`src/rtl/axi8_lite_pkg.sv`:
```
// Shared constants and state encoding for the 8-bit AXI4-Lite master and its benches.
package axi8_lite_pkg;

  localparam logic [1:0] RESP_OKAY   = 2'b00;
  localparam logic [1:0] RESP_EXOKAY = 2'b01;
  localparam logic [1:0] RESP_SLVERR = 2'b10;
  localparam logic [1:0] RESP_DECERR = 2'b11;

  localparam int unsigned DEFAULT_TIMEOUT = 16;

  localparam logic [2:0] ST_IDLE  = 3'd0;
  localparam logic [2:0] ST_WR    = 3'd1;
  localparam logic [2:0] ST_WRESP = 3'd2;
  localparam logic [2:0] ST_RADDR = 3'd3;
  localparam logic [2:0] ST_RDATA = 3'd4;
  localparam logic [2:0] ST_RSP   = 3'd5;

  typedef enum logic [2:0] {
    S_IDLE  = ST_IDLE,
    S_WR    = ST_WR,
    S_WRESP = ST_WRESP,
    S_RADDR = ST_RADDR,
    S_RDATA = ST_RDATA,
    S_RSP   = ST_RSP
  } m_state_e;

endpackage

```
`src/rtl/axi8_lite_wdog.sv`:
```
// Per-transaction watchdog: counts waiting cycles, cleared on accept and on every handshake.
module axi8_lite_wdog
  import axi8_lite_pkg::*;
#(
  parameter int unsigned TIMEOUT = DEFAULT_TIMEOUT
) (
  input  logic clk,
  input  logic reset,
  input  logic i_clear,
  input  logic i_run,
  output logic o_expired
);

  localparam int unsigned CW = (TIMEOUT < 2) ? 1 : $clog2(TIMEOUT + 1);

  logic [CW-1:0] r_count;
  logic [CW-1:0] w_next;

  assign w_next = r_count + 1'b1;

  // Fires on the edge closing the TIMEOUT-th waiting cycle; a handshake on that edge wins.
  assign o_expired = (TIMEOUT != 0) && i_run && !i_clear && (w_next == CW'(TIMEOUT));

  always_ff @(posedge clk or posedge reset) begin
    if (reset) begin
      r_count <= '0;
    end else if (i_clear || !i_run) begin
      r_count <= '0;
    end else begin
      r_count <= w_next;
    end
  end

endmodule

```
`src/rtl/axi8_lite_master.sv`:
```
// Command-driven single-beat AXI4-Lite initiator with response port and watchdog abort.
module axi8_lite_master
  import axi8_lite_pkg::*;
#(
  parameter int unsigned ADDR_WIDTH = 1,
  parameter int unsigned DATA_WIDTH = 8,
  parameter int unsigned TIMEOUT    = DEFAULT_TIMEOUT
) (
  input  logic                    clk,
  input  logic                    reset,
  input  logic                    cmd_valid,
  output logic                    cmd_ready,
  input  logic                    cmd_write,
  input  logic [ADDR_WIDTH-1:0]   cmd_addr,
  input  logic [DATA_WIDTH-1:0]   cmd_wdata,
  output logic                    rsp_valid,
  input  logic                    rsp_ready,
  output logic [DATA_WIDTH-1:0]   rsp_rdata,
  output logic [1:0]              rsp_resp,
  output logic                    rsp_timeout,
  output logic [ADDR_WIDTH-1:0]   AWADDR,
  output logic                    AWVALID,
  input  logic                    AWREADY,
  output logic [DATA_WIDTH-1:0]   WDATA,
  output logic [DATA_WIDTH/8-1:0] WSTRB,
  output logic                    WVALID,
  input  logic                    WREADY,
  output logic                    BREADY,
  input  logic                    BVALID,
  input  logic [1:0]              BRESP,
  output logic [ADDR_WIDTH-1:0]   ARADDR,
  output logic                    ARVALID,
  input  logic                    ARREADY,
  output logic                    RREADY,
  input  logic                    RVALID,
  input  logic [DATA_WIDTH-1:0]   RDATA,
  input  logic [1:0]              RRESP,
  output logic                    busy
);

  m_state_e              r_state;
  logic [ADDR_WIDTH-1:0] r_awaddr;
  logic [ADDR_WIDTH-1:0] r_araddr;
  logic [DATA_WIDTH-1:0] r_wdata;
  logic                  r_awvalid;
  logic                  r_wvalid;
  logic                  r_bready;
  logic                  r_arvalid;
  logic                  r_rready;
  logic                  r_rsp_valid;
  logic [DATA_WIDTH-1:0] r_rsp_rdata;
  logic [1:0]            r_rsp_resp;
  logic                  r_rsp_timeout;

  logic w_accept;
  logic w_aw_hs;
  logic w_w_hs;
  logic w_b_hs;
  logic w_ar_hs;
  logic w_r_hs;
  logic w_aw_done;
  logic w_w_done;
  logic w_waiting;
  logic w_expired;

  assign cmd_ready = (r_state == S_IDLE) && !reset;
  assign busy      = (r_state != S_IDLE);

  assign w_accept  = cmd_valid && cmd_ready;
  assign w_aw_hs   = r_awvalid && AWREADY;
  assign w_w_hs    = r_wvalid && WREADY;
  assign w_b_hs    = r_bready && BVALID;
  assign w_ar_hs   = r_arvalid && ARREADY;
  assign w_r_hs    = r_rready && RVALID;
  // AW and W retire independently; each is done once its VALID is gone or handshakes now.
  assign w_aw_done = !r_awvalid || w_aw_hs;
  assign w_w_done  = !r_wvalid || w_w_hs;
  assign w_waiting = r_state inside {S_WR, S_WRESP, S_RADDR, S_RDATA};

  axi8_lite_wdog #(
    .TIMEOUT(TIMEOUT)
  ) u_wdog (
    .clk       (clk),
    .reset     (reset),
    .i_clear   (w_accept || w_aw_hs || w_w_hs || w_b_hs || w_ar_hs || w_r_hs),
    .i_run     (w_waiting),
    .o_expired (w_expired)
  );

  always_ff @(posedge clk or posedge reset) begin
    if (reset) begin
      r_state       <= S_IDLE;
      r_awaddr      <= '0;
      r_araddr      <= '0;
      r_wdata       <= '0;
      r_awvalid     <= 1'b0;
      r_wvalid      <= 1'b0;
      r_bready      <= 1'b0;
      r_arvalid     <= 1'b0;
      r_rready      <= 1'b0;
      r_rsp_valid   <= 1'b0;
      r_rsp_rdata   <= '0;
      r_rsp_resp    <= '0;
      r_rsp_timeout <= 1'b0;
    end else if (w_expired) begin
      r_awvalid     <= 1'b0;
      r_wvalid      <= 1'b0;
      r_bready      <= 1'b0;
      r_arvalid     <= 1'b0;
      r_rready      <= 1'b0;
      r_rsp_timeout <= 1'b1;
      r_rsp_valid   <= 1'b1;
      r_state       <= S_RSP;
    end else begin
      unique case (r_state)
        S_IDLE: begin
          if (w_accept) begin
            r_rsp_rdata   <= '0;
            r_rsp_resp    <= RESP_OKAY;
            r_rsp_timeout <= 1'b0;
            if (cmd_write) begin
              r_awaddr  <= cmd_addr;
              r_wdata   <= cmd_wdata;
              r_awvalid <= 1'b1;
              r_wvalid  <= 1'b1;
              r_state   <= S_WR;
            end else begin
              r_araddr  <= cmd_addr;
              r_arvalid <= 1'b1;
              r_state   <= S_RADDR;
            end
          end
        end
        S_WR: begin
          if (w_aw_hs) r_awvalid <= 1'b0;
          if (w_w_hs)  r_wvalid  <= 1'b0;
          if (w_aw_done && w_w_done) begin
            r_bready <= 1'b1;
            r_state  <= S_WRESP;
          end
        end
        S_WRESP: begin
          if (w_b_hs) begin
            r_rsp_resp  <= BRESP;
            r_bready    <= 1'b0;
            r_rsp_valid <= 1'b1;
            r_state     <= S_RSP;
          end
        end
        S_RADDR: begin
          if (w_ar_hs) begin
            r_arvalid <= 1'b0;
            r_rready  <= 1'b1;
            r_state   <= S_RDATA;
          end
        end
        S_RDATA: begin
          if (w_r_hs) begin
            r_rsp_rdata <= RDATA;
            r_rsp_resp  <= RRESP;
            r_rready    <= 1'b0;
            r_rsp_valid <= 1'b1;
            r_state     <= S_RSP;
          end
        end
        S_RSP: begin
          if (rsp_ready) begin
            r_rsp_valid <= 1'b0;
            r_state     <= S_IDLE;
          end
        end
        default: r_state <= S_IDLE;
      endcase
    end
  end

  assign AWADDR      = r_awaddr;
  assign AWVALID     = r_awvalid;
  assign WDATA       = r_wdata;
  assign WSTRB       = '1;
  assign WVALID      = r_wvalid;
  assign BREADY      = r_bready;
  assign ARADDR      = r_araddr;
  assign ARVALID     = r_arvalid;
  assign RREADY      = r_rready;
  assign rsp_valid   = r_rsp_valid;
  assign rsp_rdata   = r_rsp_rdata;
  assign rsp_resp    = r_rsp_resp;
  assign rsp_timeout = r_rsp_timeout;

endmodule

```
`config.mk`:
```
export PLATFORM = sky130hd
export DESIGN_NAME = axi8_lite_master
export DESIGN_NICKNAME = d
export VERILOG_FILES = /design/src/rtl/axi8_lite_pkg.sv /design/src/rtl/axi8_lite_wdog.sv /design/src/rtl/axi8_lite_master.sv
export SDC_FILE = /design/constraint.sdc
export NUM_CORES = 1
export LEC_CHECK = 0
export BUFFER_PORTS_ARGS = -buffer_cell sky130_fd_sc_hd__buf_2
export CAP_MARGIN = 20
export CORE_ASPECT_RATIO = 1.1
export CORE_MARGIN = 4
export CORE_UTILIZATION = 52
export CTS_BUF_LIST = sky130_fd_sc_hd__clkbuf_16
export DETAILED_ROUTE_END_ITERATION = 8
export GPL_TIMING_DRIVEN = 0
export MAX_ROUTING_LAYER = met4
export PLACE_DENSITY = 0.83
export SETUP_SLACK_MARGIN = 0.15
export SLEW_MARGIN = 40
export SYNTH_ARGS = -nofsm -noshare
export SYNTH_HDL_FRONTEND = slang
export SYNTH_SLANG_ARGS = --single-unit
```
`constraint.sdc`:
```
create_clock -name clk -period 3.55 [get_ports clk]
set_clock_uncertainty 0.05 [all_clocks]
set_input_delay 0.355 -clock clk [delete_from_list [all_inputs] [get_ports clk]]
set_output_delay 0.355 -clock clk [all_outputs]
set_load 0.03 [all_outputs]
```
==> results.toml, run 1 <==
[finish]
drive_above_1_share_pct = 39.6
instances_no_fill = 259
final_area_um2 = 2150
syn_to_final_growth_pct = 29.1
fillers = 237
final_nets = 257
diodes = 0

[grt]
grt_max_degree = 36
grt_overflow_total = 0
grt_pass1_wl_mm = 6.22
antenna_found_initial = 0
grt_pass1_vias = 1400
grt_util_all_layers_pct = 21.0

[critical_path]
worstSetupStartpointType = "register"
critPathArrivalTime_ns = 1.55
cp.required_ns = 3.14
end_kind = "output port"
crit_path_max_fanout = 7
crit_type = "register to output port"

[die]
core_area_um2 = 3050
start_util_pct = 54.5
io_pins = 61
die_y_um = 67.3
rows = 21
die_area_um2 = 4160
die_w_um = 61.9

[yosys]
yosysMostFrequentCell = "dfrtp_1"
synthDistinctLibCells = 35
synth_top_area_share_pct = 52.7
netlist_instances = 158
async_flop_share_pct = 100
syn_nets = 191
synth_flop_cell = "dfrtp_1"
yosysTopAreaCell = "dfrtp_1"
synth_warnings = 0
syn_avg_cell_area_um2 = 10.5
synth-edff-count = 0
synth_area_um2 = 1660
synth-seq-cells = 35
synthTopCellsByCount = "35 x dfrtp_1, 17 x nor2_1, 13 x nand2_1"
ys_seq_area_share_pct = 52.7
yosys-top-cells-area = "dfrtp_1 53%, mux2_2 8.1%, a22o_1 5.8%"

[place]
place_hpwl_mm = 2.84
place_area_um2 = 2000
post-place-cells = 251
portBuffers = 59
gp_congestion = 0.830

[clock_tree]
ctsHoldBuffers = 0
post-cts-setup-buffers = 0
clk_latency_ns = 0.28
cts_tree = "built"
cts-root-buf = "clkbuf_16"
cts_made_buffers = 5
max-clock-path-buffers = 2
cts_num_sinks = 35
ctsResizeCount = 0
clk_pin_slew_ns = 0.05
cts_max_level = 2

[sta]
rsz0062_at_grt = "false"
period_minus_slack_ns = 1.95
setup_viol = 0
finalHoldViolCount = 0
relSlewSlack_pct = 54.9
worst_pin_slew_ns = 0.676
slew_violations = 0
min_period_over_period_pct = 55.0
setup_tns_ns = 0
fmax_ghz = 0.512
hold_slack_ns = 0.143

[pwr]
p_per_area_nw_per_um2 = 932
ir_worst_vdd_uv = 613
p_leak_nw = 1.10

[detailed_routing]
firstDrtPassIters = 4
drt-total-wl_mm = 3.75
viasPerCell = 5.71
vias = 1479
drc_errors = 0
drt-wirelength-per-cell_um = 14.5
dr.first_iter.drc_count = 88
final_antenna_net_count = 0

[min_path]
hold_path_class = "primary input to asynchronous set/reset pin"

[run]
max-cap-violations = 0

[run_status]
status = "complete, no violations"
-- critical path: stages (launching register included) --
cell and delay (ns):
dfrtp_1 0.45, or3_1 0.37, buf_2 0.17, nor2_1 0.09
buf_2 0.20
-- per-stage QoR --
step / power, mW / worst slack [ns] / util (%)
6_report: 2.00 / 1.60 / 70.4
5_1_grt: 2.12 / 1.55 / 70.4
2_1_floorplan: 1.33 / 1.70 / -
4_1_cts: 2.00 / 1.61 / 70.2
3_5_place_dp: 1.59 / 1.65 / 65.6
3_3_place_gp: 1.57 / 1.65 / 65.6
-- report_power, final --
part / leakage (nW) / total (mW) / internal (mW) / switching, mW
clock: 0.0710 / 0.407 / 0.255 / 0.152
sequential: 0.453 / 0.661 / 0.544 / 0.117
combinational: 0.575 / 0.931 / 0.335 / 0.597
-- routing by layer --
layer	routed length [um]	global-route usage, %	part of all wire (%)	vias up
li1	-	-	-	700
met1	1480	24.5	39	704
met2	1910	33.6	51	64
met3	272	5.74	7.2	11
met4	87	9.02	2.3	0
met5	0	-	0	-
-- placed cells by master (no fill, tap or decap), types with 2 or more instances in the layout --
cell type,Yosys,layout
nand3_1,6,6
a22o_1,11,11
dfrtp_1,35,35
clkbuf_1,2,2
nand2b_1,3,3
clkbuf_16,0,5
nand2_1,13,13
ha_1,2,2
nor3_1,5,4
xor2_1,2,2
mux2_2,12,12
a21o_1,2,2
o21ai_0,8,8
inv_1,7,7
buf_2,3,62
nor2_1,17,17
and3_1,2,2
o22ai_1,3,3
a21oi_1,8,8
-- path summary, 6_finish.rpt --
path | from | to | slack (ns) | cells past startpoint
worst max-delay path | r_state[0]$_DFFE_PP0P_ | cmd_ready | 1.60 | 4
worst min-delay path | reset | ARVALID$_DFFE_PP0P_ | 0.14 | 2
worst max register to register | r_state[0]$_DFFE_PP0P_ | r_state[2]$_DFFE_PP0P_ | 1.61 | 7
worst min register to register | rsp_rdata[2]$_DFFE_PP0P_ | rsp_rdata[2]$_DFFE_PP0P_ | 0.44 | 1
max in group asynchronous | reset | BREADY$_DFFE_PP0P_ | 2.88 | 2
min in group clk | RDATA[3] | rsp_rdata[3]$_DFFE_PP0P_ | 0.25 | 2
-- kinds of logic after synthesis --
family	Yosys count	share of synthesized area (%)
adder cells (fa/ha/maj)	2	1.51
other	1	0.226
AND/OR/NAND/NOR	50	13.9
multiplexers	12	8.13
buffers and inverters	14	4.07
flip-flops	35	52.7
AO/OA/AOI/OAI	41	17.9
XOR/XNOR	3	1.58
-- registers in the layout (all words and copies together), names as in the netlist, 2 cells and up --
register        count
WDATA               8
r_state             3
rsp_rdata           8
rsp_resp            2
u_wdog.r_count      5
-- layout make-up --
| class | count | area, um^2 | area share (%) |
|---|---|---|---|
| repair buffers | 59 | 295 | 13.8 |
| plain buffers | 7 | 41.3 | 1.92 |
| multi-input cells | 109 | 723 | 33.7 |
| inverters | 7 | 26.3 | 1.22 |
| clock inverters | 3 | 16.3 | 0.758 |
| well taps | 34 | 42.5 | 1.98 |
| flip-flops and latches | 35 | 876 | 40.8 |
| clock buffers | 5 | 125 | 5.83 |
Power figures use the tool's default switching activity.
==> inputs of run 2 (changes only) <==
Settings changed: ABC_AREA set to 1, CORE_UTILIZATION 52 to 49, PLACE_DENSITY 0.83 to 0.78.
Clock period 3.55 ns to 1.8 ns, I/O delays scaled along.
==> run 2 against run 1 <==
Effect of this change:
- combinational power grew to 2.8 times the previous value
- non-clock buffer count is 15 higher
- synthesized cell count is 35% higher
- highest routed layer unchanged
==> results.toml, run 2 <==
[run_status]
status = "complete, no violations"

[clock_tree]
cts_made_buffers = 5
max-clock-path-buffers = 2
clk_latency_ns = 0.28
cts_num_sinks = 35
cts_max_level = 2
clk_pin_slew_ns = 0.06
cts-root-buf = "clkbuf_16"
cts_tree = "built"

[finish]
final_cell_mix = "69 x nand2_1, 59 x buf_2, 32 x dfrtp_1"
drive_above_1_share_pct = 44.8
final_common_cell = "nand2_1"
instances_no_fill = 347
fillers = 263
final_nets = 331
diodes = 0
syn_to_final_growth_pct = 45.1

[die]
die_y_um = 71.0
start_util_pct = 51.7
core_area_um2 = 3410
io_pins = 61
die_w_um = 65.2
rows = 22
die_area_um2 = 4630

[grt]
use_met3_pct = 6.03
grt_overflow_total = 0
grt.met1_usage_pct = 25.2
grt_max_degree = 19
met2_usage_pct = 31.5
grt_pass1_wl_mm = 6.99
antenna_found_initial = 0
grt_pass1_vias = 1583
grt.busiest_layer = "met2"
grt_util_all_layers_pct = 20.2

[place]
post-place-cells = 321
gp_congestion = 0.901
portBuffers = 59
place_hpwl_mm = 2.91

[sta]
setup_tns_ns = 0
finalHoldViolCount = 0
setup_viol = 0
period_minus_slack_ns = 1.70
min_period_over_period_pct = 94.6
fmax_ghz = 0.588
rsz0062_at_grt = "true"
slew_violations = 0

[detailed_routing]
firstDrtPassIters = 4
viasPerCell = 4.95
final_antenna_net_count = 0
drt-wirelength-per-cell_um = 13.2
vias = 1717
drc_errors = 0
drt-total-wl_mm = 4.57
dr.first_iter.drc_count = 75

[yosys]
synthTopCellsByCount = "77 x nand2_1, 35 x dfrtp_1, 21 x inv_1"
syn_avg_cell_area_um2 = 8.25
yosysMostFrequentCell = "nand2_1"
async_flop_share_pct = 100
synth_area_um2 = 1770
synth_top_area_share_pct = 49.6
yosysTopAreaCell = "dfrtp_1"
netlist_instances = 214
synth_flop_cell = "dfrtp_1"
syn_nets = 247
synth_warnings = 0
synth-seq-cells = 35
synthDistinctLibCells = 32
synth-edff-count = 0
yosys-top-cells-area = "dfrtp_1 50%, nand2_1 16%, inv_1 4.5%"
ys_seq_area_share_pct = 49.6

[pwr]
power.switching_mw = 2.21
p_leak_nw = 1.37
p_per_area_nw_per_um2 = 1870
pwr-share-seq_pct = 28.4
comb_power_share_pct = 54.1
p_sw_share_pct = 46.3
p_clk_share_pct = 17.5
internal-power_mw = 2.57
ir_worst_vdd_uv = 988

[critical_path]
critPathArrivalTime_ns = 1.82
reg2reg_depth = 10
end_kind = "register"
cp.required_ns = 1.92
crit_type = "register to register"
crit_path_max_fanout = 8
worstSetupStartpointType = "register"

[min_path]
whs_path_depth = 3
hold_path_class = "primary input to register"

[run]
max-cap-violations = 0
[run 2: cell types whose count changed after synthesis, sizes merged, moves of 3 or more]
cell	delta
nor3	-4
inv	+16
nor2	+3
nand2	+67
a21oi	-4
a22o	-9
nand2b	-3
mux2	-11
o21ai	+11
[run 2: power groups by stage]
| stage | logic, mW | clock network (mW) | registers, mW |
|---|---|---|---|
| after floorplan | 1.06 | 0 | 1.85 |
| after global placement | 2.10 | 0 | 1.34 |
| after detailed placement | 2.13 | 0 | 1.34 |
| after CTS | 2.30 | 0.847 | 1.32 |
| after global routing | 2.81 | 0.884 | 1.41 |
| final | 2.59 | 0.835 | 1.36 |
[run 2: worst max-delay path, cell delays in order, from the launching register on]
cell	delay (ns)
dfrtp_2	0.44
nor2_4	0.14
nand4_1	0.15
buf_4	0.16
nand2_1	0.07
nor2_2	0.06
nand2_4	0.10
nand3_4	0.15
buf_6	0.15
nand2_1	0.06
o21ai_2	0.05
[run 2: area by class of cell]
class                   instances  area, um^2  share of cell area [%]
flip-flops and latches         35         880                    34.3
repair inverters                1        7.51                   0.293
repair buffers                 76         467                    18.2
inverters                      24        95.1                    3.71
plain buffers                   5        51.3                    2.00
clock buffers                   5         125                    4.88
multi-input cells             150         857                    33.4
clock inverters                 3        20.0                   0.781
well taps                      48        60.1                    2.34
[run 2: cells by family after synthesis]
family	synth area share [%]
adders and majority gates	1.42
and+or+nand+nor	26.9
other	0.212
DFF	49.6
AOI/OAI and AO/OA	12.8
xor gates and xnor gates	0.496
buffers and inverters	7.87
muxes	0.638
[run 2: worst paths after layout]
| path | from | end | slack, ns |
|---|---|---|---|
| min reg2reg | WDATA[2]$_DFFE_PP0P_ | WDATA[2]$_DFFE_PP0P_ | 0.42 |
| max in group asynchronous | reset | r_state[2]$_DFFE_PP0P_ | 0.94 |
| min in group asynchronous | reset | rsp_rdata[6]$_DFFE_PP0P_ | 0.49 |
| min | cmd_wdata[0] | WDATA[0]$_DFFE_PP0P_ | 0.04 |
| max reg2reg | r_state[0]$_DFFE_PP0P_ | rsp_rdata[3]$_DFFE_PP0P_ | 0.1 |
| max | r_state[0]$_DFFE_PP0P_ | rsp_rdata[3]$_DFFE_PP0P_ | 0.1 |
[run 2: timing repair]
| action | 4_1_cts | 5_1_grt |
|---|---|---|
| hold buffers | 1 | 1 |
| cloned | 1 | 1 |
| endpoints found under the setup margin | 35 | 29 |
| endpoints found under the hold margin | 17 | 18 |
| pin swaps | 5 | 12 |
| setup buffers | 9 | 5 |
| resized for setup | 9 | 33 |
[run 2: stage by stage]
stage	setup slack [ns]	power (mW)	hold slack (ns)	area (um^2)	util, %
floorplan	-0.0279	2.92	0.0813	1770	-
global placement	-0.566	3.44	0.312	2120	62.2
detailed placement	-0.588	3.48	0.317	2120	62.2
CTS	0.146	4.47	0.0288	2370	69.5
global route	0.0208	5.10	0.0499	2560	75.1
finish	0.0980	4.78	0.0447	2560	75.1
[run 2: per-layer routing]
layer	wire [um]	part of all wire [%]
met1	1830	40
met2	2300	50
met3	386	8.4
met4	54	1.2
met5	0	0
